### src/rtl/mips_ctrl_pkg.sv
// Shared definitions for the multi-cycle MIPS control unit: state encoding,
// opcode/funct constants, ALU control codes and datapath mux select codes.
package mips_ctrl_pkg;

    typedef enum logic [2:0] {
        ST_FETCH  = 3'b000,
        ST_DECODE = 3'b001,
        ST_EXE    = 3'b010,
        ST_MEM    = 3'b011,
        ST_WB     = 3'b100,
        ST_EXC    = 3'b101
    } state_t;

    // Opcodes (IR[31:26])
    localparam logic [5:0] OP_RTYPE = 6'b000000;
    localparam logic [5:0] OP_ADDI  = 6'b001000;
    localparam logic [5:0] OP_LW    = 6'b100011;
    localparam logic [5:0] OP_SW    = 6'b101011;
    localparam logic [5:0] OP_BEQ   = 6'b000100;
    localparam logic [5:0] OP_J     = 6'b000010;

    // R-type funct codes (IR[5:0])
    localparam logic [5:0] FN_ADD = 6'b100000;
    localparam logic [5:0] FN_SUB = 6'b100010;
    localparam logic [5:0] FN_AND = 6'b100100;
    localparam logic [5:0] FN_OR  = 6'b100101;
    localparam logic [5:0] FN_SLT = 6'b101010;

    // ALU operation codes
    localparam logic [3:0] ALU_AND = 4'b0000;
    localparam logic [3:0] ALU_OR  = 4'b0001;
    localparam logic [3:0] ALU_ADD = 4'b0010;
    localparam logic [3:0] ALU_SUB = 4'b0110;
    localparam logic [3:0] ALU_SLT = 4'b0111;

    // PC source select
    localparam logic [1:0] PCSRC_ALU = 2'b00;
    localparam logic [1:0] PCSRC_BR  = 2'b01;
    localparam logic [1:0] PCSRC_JMP = 2'b10;
    localparam logic [1:0] PCSRC_EXC = 2'b11;

    // ALU operand B select
    localparam logic [1:0] SRCB_RT     = 2'b00;
    localparam logic [1:0] SRCB_FOUR   = 2'b01;
    localparam logic [1:0] SRCB_IMM    = 2'b10;
    localparam logic [1:0] SRCB_IMM_SH = 2'b11;

    // True for the supported non-R-type opcodes
    function automatic logic is_known_op(input logic [5:0] op);
        return (op == OP_ADDI) || (op == OP_LW) || (op == OP_SW) ||
               (op == OP_BEQ)  || (op == OP_J);
    endfunction

endpackage

### src/rtl/mips_alu_dec.sv
// R-type funct decoder: maps funct to the ALU operation and flags whether
// the funct belongs to the supported set.
module mips_alu_dec
    import mips_ctrl_pkg::*;
(
    input  logic [5:0] i_funct,
    output logic [3:0] o_alu_ctrl,
    output logic       o_legal
);

    // Combinational funct lookup; unknown functs report illegal with ADD
    always_comb begin
        o_alu_ctrl = ALU_ADD;
        o_legal    = 1'b1;
        case (i_funct)
            FN_ADD:  o_alu_ctrl = ALU_ADD;
            FN_SUB:  o_alu_ctrl = ALU_SUB;
            FN_AND:  o_alu_ctrl = ALU_AND;
            FN_OR:   o_alu_ctrl = ALU_OR;
            FN_SLT:  o_alu_ctrl = ALU_SLT;
            default: o_legal    = 1'b0;
        endcase
    end

endmodule

### src/rtl/mips_mc_ctrl.sv
// Multi-cycle MIPS control unit: FETCH/DECODE/EXE/MEM/WB sequencer with a
// memory ready handshake, wait-timeout counter and ALU-control decode.
// Optional exception state for illegal instructions: define MIPS_CTRL_EXC_EN.
module mips_mc_ctrl
    import mips_ctrl_pkg::*;
#(
    parameter int ALU_CTRL_W    = 4,
    parameter int WAIT_MAX      = 15,
    parameter int MEM_HANDSHAKE = 1
) (
    input  logic                  clk,
    input  logic                  rst_n,
    input  logic [5:0]            opcode,
    input  logic [5:0]            funct,
    input  logic                  zero,
    input  logic                  mem_ready,
    output logic                  pc_we,
    output logic [1:0]            pc_src,
    output logic                  ir_we,
    output logic                  iord,
    output logic                  mem_re,
    output logic                  mem_we,
    output logic                  reg_dst,
    output logic                  alu_src_a,
    output logic [1:0]            alu_src_b,
    output logic [ALU_CTRL_W-1:0] alu_ctrl,
    output logic                  mem_to_reg,
    output logic                  rwe,
    output logic [2:0]            state_o,
    output logic                  timeout,
    output logic                  illegal
);

    localparam int CNT_W = $clog2(WAIT_MAX + 1);

    state_t           r_state;
    state_t           w_next;
    logic [5:0]       r_opcode;
    logic [5:0]       r_funct;
    logic [CNT_W-1:0] r_wait_cnt;

    logic       w_ready;
    logic       w_waiting;
    logic       w_timeout;
    logic [5:0] w_funct_sel;
    logic [3:0] w_alu_r;
    logic       w_funct_legal;
    logic       w_dec_legal;
    logic [3:0] w_alu;
    logic       w_illegal;

    assign w_ready   = (MEM_HANDSHAKE != 0) ? mem_ready : 1'b1;
    assign w_waiting = ((r_state == ST_FETCH) || (r_state == ST_MEM)) && !w_ready;
    assign w_timeout = w_waiting && (r_wait_cnt == CNT_W'(WAIT_MAX - 1));

    // In DECODE the IR is fresh and the latches are not yet loaded, so the
    // decoder looks at the live funct; afterwards it uses the latched copy.
    assign w_funct_sel = (r_state == ST_DECODE) ? funct : r_funct;

    mips_alu_dec u_alu_dec (
        .i_funct    (w_funct_sel),
        .o_alu_ctrl (w_alu_r),
        .o_legal    (w_funct_legal)
    );

    assign w_dec_legal = (opcode == OP_RTYPE) ? w_funct_legal : is_known_op(opcode);

    assign alu_ctrl = ALU_CTRL_W'(w_alu);
    assign state_o  = r_state;

    // State register
    always_ff @(posedge clk or negedge rst_n) begin
        if (!rst_n) r_state <= ST_FETCH;
        else        r_state <= w_next;
    end

    // Capture the instruction fields while in DECODE
    always_ff @(posedge clk or negedge rst_n) begin
        if (!rst_n) begin
            r_opcode <= 6'd0;
            r_funct  <= 6'd0;
        end else if (r_state == ST_DECODE) begin
            r_opcode <= opcode;
            r_funct  <= funct;
        end
    end

    // Memory wait counter; wraps to zero on the timeout cycle and keeps waiting
    always_ff @(posedge clk or negedge rst_n) begin
        if (!rst_n)         r_wait_cnt <= '0;
        else if (w_timeout) r_wait_cnt <= '0;
        else if (w_waiting) r_wait_cnt <= r_wait_cnt + 1'b1;
        else                r_wait_cnt <= '0;
    end

    // Next-state and datapath strobes; everything forced low while in reset
    always_comb begin
        w_next     = r_state;
        pc_we      = 1'b0;
        pc_src     = PCSRC_ALU;
        ir_we      = 1'b0;
        iord       = 1'b0;
        mem_re     = 1'b0;
        mem_we     = 1'b0;
        reg_dst    = 1'b0;
        alu_src_a  = 1'b0;
        alu_src_b  = SRCB_RT;
        w_alu      = ALU_AND;
        mem_to_reg = 1'b0;
        rwe        = 1'b0;
        w_illegal  = 1'b0;
        timeout    = w_timeout;

        case (r_state)
            ST_FETCH: begin
                mem_re = 1'b1;
                if (w_ready) begin
                    ir_we     = 1'b1;
                    pc_we     = 1'b1;
                    pc_src    = PCSRC_ALU;
                    alu_src_b = SRCB_FOUR;
                    w_alu     = ALU_ADD;
                    w_next    = ST_DECODE;
                end
            end
            ST_DECODE: begin
                alu_src_b = SRCB_IMM_SH;
                w_alu     = ALU_ADD;
                if (!w_dec_legal) begin
`ifdef MIPS_CTRL_EXC_EN
                    w_next = ST_EXC;
`else
                    w_next = ST_FETCH;
`endif
                end else if (opcode == OP_J) begin
                    pc_we  = 1'b1;
                    pc_src = PCSRC_JMP;
                    w_next = ST_FETCH;
                end else begin
                    w_next = ST_EXE;
                end
            end
            ST_EXE: begin
                alu_src_a = 1'b1;
                case (r_opcode)
                    OP_RTYPE: begin
                        w_alu  = w_alu_r;
                        w_next = ST_WB;
                    end
                    OP_ADDI: begin
                        alu_src_b = SRCB_IMM;
                        w_alu     = ALU_ADD;
                        w_next    = ST_WB;
                    end
                    OP_LW, OP_SW: begin
                        alu_src_b = SRCB_IMM;
                        w_alu     = ALU_ADD;
                        w_next    = ST_MEM;
                    end
                    OP_BEQ: begin
                        w_alu  = ALU_SUB;
                        pc_we  = zero;
                        pc_src = PCSRC_BR;
                        w_next = ST_FETCH;
                    end
                    default: w_next = ST_FETCH;
                endcase
            end
            ST_MEM: begin
                iord = 1'b1;
                if (r_opcode == OP_LW) begin
                    mem_re = 1'b1;
                    if (w_ready) w_next = ST_WB;
                end else begin
                    mem_we = 1'b1;
                    if (w_ready) w_next = ST_FETCH;
                end
            end
            ST_WB: begin
                rwe        = 1'b1;
                reg_dst    = (r_opcode == OP_RTYPE);
                mem_to_reg = (r_opcode == OP_LW);
                w_next     = ST_FETCH;
            end
`ifdef MIPS_CTRL_EXC_EN
            ST_EXC: begin
                pc_we     = 1'b1;
                pc_src    = PCSRC_EXC;
                w_illegal = 1'b1;
                w_next    = ST_FETCH;
            end
`endif
            default: w_next = ST_FETCH;
        endcase

        if (!rst_n) begin
            pc_we      = 1'b0;
            pc_src     = 2'b00;
            ir_we      = 1'b0;
            iord       = 1'b0;
            mem_re     = 1'b0;
            mem_we     = 1'b0;
            reg_dst    = 1'b0;
            alu_src_a  = 1'b0;
            alu_src_b  = 2'b00;
            w_alu      = 4'b0000;
            mem_to_reg = 1'b0;
            rwe        = 1'b0;
            w_illegal  = 1'b0;
            timeout    = 1'b0;
        end
    end

`ifdef MIPS_CTRL_EXC_EN
    assign illegal = w_illegal;
`else
    assign illegal = 1'b0;
`endif

endmodule
### config.mk
export PLATFORM = sky130hd
export DESIGN_NAME = mips_mc_ctrl
export DESIGN_NICKNAME = d
export VERILOG_FILES = /design/src/rtl/mips_ctrl_pkg.sv /design/src/rtl/mips_alu_dec.sv /design/src/rtl/mips_mc_ctrl.sv
export SDC_FILE = /design/constraint.sdc
export NUM_CORES = 1
export LEC_CHECK = 0
export ABC_CLOCK_PERIOD_IN_PS = 4700
export CAP_MARGIN = 40
export CORE_MARGIN = 8
export CORE_UTILIZATION = 46
export CTS_CLUSTER_SIZE = 20
export DETAILED_ROUTE_END_ITERATION = 6
export HOLD_SLACK_MARGIN = 0.03
export MAX_ROUTING_LAYER = met4
export PLACE_DENSITY_LB_ADDON = 0.08
export SLEW_MARGIN = 20
export SYNTH_ARGS = -nofsm -noshare
export SYNTH_HDL_FRONTEND = slang
export SYNTH_SLANG_ARGS = --single-unit
### constraint.sdc
create_clock -name clk -period 4.7 [get_ports clk]
set_input_delay 0.94 -clock clk [delete_from_list [all_inputs] [get_ports clk]]
set_output_delay 0.94 -clock clk [all_outputs]
set_load 0.01 [all_outputs]
# After elaboration in Yosys (flattened, before gate mapping)
# Cells that the tools add are included.
totals:
  reg_bits: 19
  in_bits: 16
  wordCells: 94
classes:
  eq_ne: 21
  muxes: 52
  n_reduce_logical: 16
  n_addsub: 1
ops:
  columns: ["op", "n"]
  rows:
  - ["6-bit equality test, second input constant", 9]
  - ["1-bit two-way mux", 27]
  - ["3-bit case mux with 4 select lines", 2]
  - ["4-bit case mux with 3 select lines", 2]
  - ["2-bit two-way mux", 8]
  - ["6-bit by 3-bit equality test with 1-bit output, second input constant", 2]
  - ["6-bit by 4-bit equality test with 1-bit output, second input constant", 2]
  - ["6-bit logical NOT", 2]
  - ["3-bit two-way mux", 4]
  - ["4-bit two-way mux", 3]
  - ["3-bit by 2-bit equality test with 1-bit output, second input constant", 2]
  - ["6-bit by 2-bit equality test with 1-bit output, second input constant", 1]
  - ["6-bit two-way mux", 1]
  - ["2-bit case mux with 3 select lines", 1]
  - ["3-bit case mux with 2 select lines", 1]
  - ["1-bit logical OR", 5]
  - ["5-bit OR reduction", 1]
  - ["4-bit by 1-bit adder with 4-bit output, second input constant", 1]
  - ["4-bit equality test, second input constant", 1]
  - ["2-bit != test, second input constant", 2]
  - ["2-bit case mux with 2 select lines", 1]
  - ["2-bit OR reduction", 2]
  - ["3-bit by 1-bit equality test with 1-bit output, second input constant", 1]
  - ["3-bit equality test, second input constant", 1]
  - ["other kinds (7)", 8]

# Longest topological paths before layout
logic_depth:
  ltp_word: 9
  depth_mapped: 7
  ltp_nobuf: 5

# Cells and area by module
# From an unflattened synthesis, not the netlist that was laid out.
unflattened:
  hier_cells: 130
  area_unflattened_um2: 1300.0
by_module_without_submodules:
  columns: ["module", "cells_each", "n_inst", "area_per_inst_um2", "seq_area_each_um2"]
  rows:
  - ["mips_mc_ctrl", 119, 1, 1202.4, 475.5]
  - ["mips_alu_dec", 11, 1, 97.6, 0.0]

# Worst setup path after synthesis
# Ideal clock, no wire load.
synth_path:
  path_kind: "input port to output port"
  from: "input opcode[5]"
  to: "output pc_we"
  n_path_buf: 0
  stages: 4
  arrival_ns: 1.854
  path_slack_ns: 1.906
  cell_sequence: "nor4_1 nand3_1 o21a_1 nor3_1"
synth_via:
  elab_chain_len: 9
synth_lines:
  columns: ["item", "line", "rtl"]
  rows:
  - ["start: declaration", "mips_mc_ctrl.sv:13", "input logic [5:0] opcode,"]
  - ["6-bit by 4-bit equality test with 1-bit output / 6-bit equality test (equally long branches)", "mips_ctrl_pkg.sv:50", "return (op == OP_ADDI) || (op == OP_LW) || (op == OP_SW) ||"]
  - ["1-bit logical OR (3 in series)", "mips_ctrl_pkg.sv:50", null]
  - ["1-bit logical OR", "mips_ctrl_pkg.sv:51", "(op == OP_BEQ) || (op == OP_J);"]
  - ["1-bit two-way mux", "mips_mc_ctrl.sv:66", "assign w_dec_legal = (opcode == OP_RTYPE) ? w_funct_legal : is_known_op(opcode);"]
  - ["1-bit two-way mux *", "mips_mc_ctrl.sv:129", "if (!w_dec_legal) begin"]
  - ["1-bit case mux with 3 select lines *", "mips_mc_ctrl.sv:114", "case (r_state)"]
  - ["1-bit two-way mux *", "mips_mc_ctrl.sv:196", "if (!rst_n) begin"]
  - ["end: declaration", "mips_mc_ctrl.sv:17", "output logic pc_we,"]
# Every way passes the cells marked *; elsewhere a longest branch is shown, timed or not.

# Worst setup path after layout
layout_path:
  from: "input rst_n"
  to: "output alu_ctrl[2]"
layout_via:
  elab_chain_len: 1
layout_lines:
  columns: ["item", "line", "rtl"]
  rows:
  - ["start: declaration", "mips_mc_ctrl.sv:12", "input logic rst_n,"]
  - ["4-bit two-way mux", "mips_mc_ctrl.sv:196", null]
  - ["end: declaration", "mips_mc_ctrl.sv:26", "output logic [ALU_CTRL_W-1:0] alu_ctrl,"]
# Every way passes these cells.

==> impl_metrics.json <==
{
  "vdd_ir_drop_max_v": 0.000160,
  "grt_pass1_vias": 1142,
  "synth_top_area_frac": 0.373,
  "vias": 1211,
  "final-hold-violation-count": 0,
  "dp.cells": 218,
  "die_y_um": 68.6,
  "via_per_inst": 5.45,
  "p_sw_frac": 0.319,
  "p_seq_frac": 0.526,
  "synthArstFlopShare": 1.00,
  "fin_nets": 210,
  "fmax_mhz": 263,
  "insertion_delay_ns": 0.29,
  "tns_ns": 0,
  "ios": 38,
  "wire_per_inst_um": 14.0,
  "rsz0062_at_grt": "false",
  "crit_required_ns": 3.76,
  "grt_pass1_wl_mm": 5.13,
  "maxCapViolations": 0,
  "grt-ovfl-total": 0,
  "fillers": 271,
  "cts_resized": 0,
  "synth_edf_count": 0,
  "ys_seq_elements": 19,
  "place_hpwl_mm": 2.40,
  "max_slew.worst_pin.slew_ns": 0.557,
  "total_power_mw": 0.390,
  "synth_top_area_cell": "dfrtp_1",
  "syn_inst": 161,
  "synthFlopType": "dfrtp_1",
  "num_antenna_cells": 0,
  "core_region_area_um2": 2690,
  "p_per_area_nw_per_um2": 237,
  "fp.dieArea_um2": 4710,
  "grt_usage": 0.143,
  "hold-path-cell-count": 1,
  "numClockSinks": 19,
  "synth_area_um2": 1270,
  "multi_input_area_um2": 738,
  "stdcell_count": 222,
  "ys_seq_area_frac": 0.373,
  "drc": 0,
  "drt-total-wl_mm": 3.11,
  "cp.arrival_ns": 2.86,
  "final-max-slew-violation-count": 0,
  "fin_crit_ns": 3.80,
  "portBuffers": 35,
  "relSlewSlack": 0.629,
  "regArea_um2": 475,
  "finalCritPeriodShare": 0.809,
  "htree_levels": 1,
  "die_w_um": 68.6,
  "ant_nets": 0,
  "cts_tree": "built",
  "yosysWarnings": 0,
  "rr_worst_depth": 2,
  "avgSynthCellArea_um2": 7.92,
  "cts_buffers": 3,
  "path_clk_slew_ns": 0.10,
  "first_pass_iters": 4,
  "grt_max_degree": 21,
  "cts_setup_buffers": 0,
  "yosysUniqueCellTypes": 44,
  "synth_area_leaders": "dfrtp_1, nand2_1, nor2_1",
  "clockBufferDepth": 2,
  "outcome": "complete, no violations",
  "switchingPower_mw": 0.124,
  "crit_type": "in2out",
  "clockPowerShare": 0.207,
  "start_util": 0.475,
  "antenna_found_initial": 0,
  "layout-drive-gt1-share": 0.0366,
  "hp-class": "reg2reg",
  "end_kind": "primary output",
  "p_int_mw": 0.266,
  "worst-path-max-fanout": 6,
  "syn2layout_area_growth_pct": 29.2,
  "cts-root-buf": "clkbuf_4",
  "combPwrFrac": 0.267,
  "cts_hold_buf": 0,
  "finalSetupViolCount": 0,
  "p_leak_nw": 0.723,
  "skew_ns": 0.000870,
  "first_iter_violations": 92,
  "rows": 19,
  "gp_congestion": 0.868,
  "cp-start-kind": "input port"
}
synth_stat cells (2+ instances only):
library cell	count
nor2b_1	4
inv_1	3
o31ai_1	2
and2_1	2
nor4b_1	3
nand2_1	40
a21o_1	2
nor3_1	6
nor4_1	2
mux2i_1	2
ha_1	2
clkbuf_1	5
o211a_1	2
buf_2	4
a21oi_1	4
nor2_1	12
a31oi_1	3
buf_4	2
o21ai_1	2
nand2b_1	7
dfrtp_1	19
or2_1	2
nand3_1	7
and3_1	4
metrics by stage:
stage                     setup WS, ns  hold WS, ns  cell area [µm²]   util
after floorplan                   1.91        0.452             1280      -
after global placement           0.915        0.472             1620  0.604
after detailed placement         0.895        0.478             1620  0.604
after CTS                        0.879        0.501             1650  0.613
after global routing             0.724        0.509             1650  0.613
final                            0.896        0.498             1650  0.613
routing by layer:
| metal | track usage | up-vias | share of wire |
|---|---|---|---|
| li1 | - | 612 | - |
| met1 | 0.185 | 551 | 0.46 |
| met2 | 0.218 | 46 | 0.46 |
| met3 | 0.0275 | 2 | 0.078 |
| met4 | 0.0512 | 0 | 0.0064 |
| met5 | - | - | 0 |
sequential cells by signal, indices dropped and copies added (netlist names):
signal,flops
r_opcode,6
state_o,3
r_wait_cnt,4
r_funct,6
cell type report:
type,count,share of cell area
sequential,19,0.289
tap,31,0.0235
inverter,3,0.00683
timing repair buffer,36,0.217
clock buffer,4,0.0159
multi-input combinational,129,0.448
power groups by stage:
stage	sequential, mW	clock (mW)	combinational, mW
6_report	0.205	0.0807	0.104
3_3_place_gp	0.207	0	0.103
4_1_cts	0.205	0.0867	0.105
5_1_grt	0.209	0.0930	0.117
2_1_floorplan	0.201	0	0.0679
3_5_place_dp	0.208	0	0.105
cell usage in the layout (no fill, tap or decap), drive strengths merged, types with 2 or more instances in the layout:
master,instances
nor4b,4
a31oi,3
dfrtp,19
and2,2
nor4,2
nand3,7
o31ai,2
o21ai,3
and3,4
o211a,2
nand2,40
or2,2
clkdlybuf4s50,35
inv,3
mux2i,2
nor3,7
nor2,12
nor2b,4
conb,2
a21oi,4
a21o,2
nand2b,7
clkbuf,4
ha,2
path summary, 6_finish.rpt:
kind | from | endpoint | slack [ns]
max | rst_n | alu_ctrl[2] | 0.90
min | r_wait_cnt[0] | r_wait_cnt[0] | 0.50
max reg2reg | state_o[0] | state_o[1] | 2.77
min reg2reg | r_wait_cnt[0] | r_wait_cnt[0] | 0.50
max in group asynchronous | rst_n | r_opcode[2] | 3.31
min in group asynchronous | rst_n | state_o[0] | 0.87
worst max-delay path: stages:
cell and delay (ns):
clkdlybuf4s50_1 0.60, nand2b_1 0.21, nor2_1 0.25, and2_1 0.19, o21bai_1 0.12, clkdlybuf4s50_1 0.55
kinds of logic after synthesis:
group	Yosys count	synth area share
simple gates	98	0.397
compound gates	23	0.127
flops	19	0.373
buf+inv	14	0.0510
fa+ha+maj	2	0.0196
xor+xnor	2	0.0137
mux	2	0.0157
other cells	1	0.00294
Note: power is estimated with default switching activity, not from simulation.
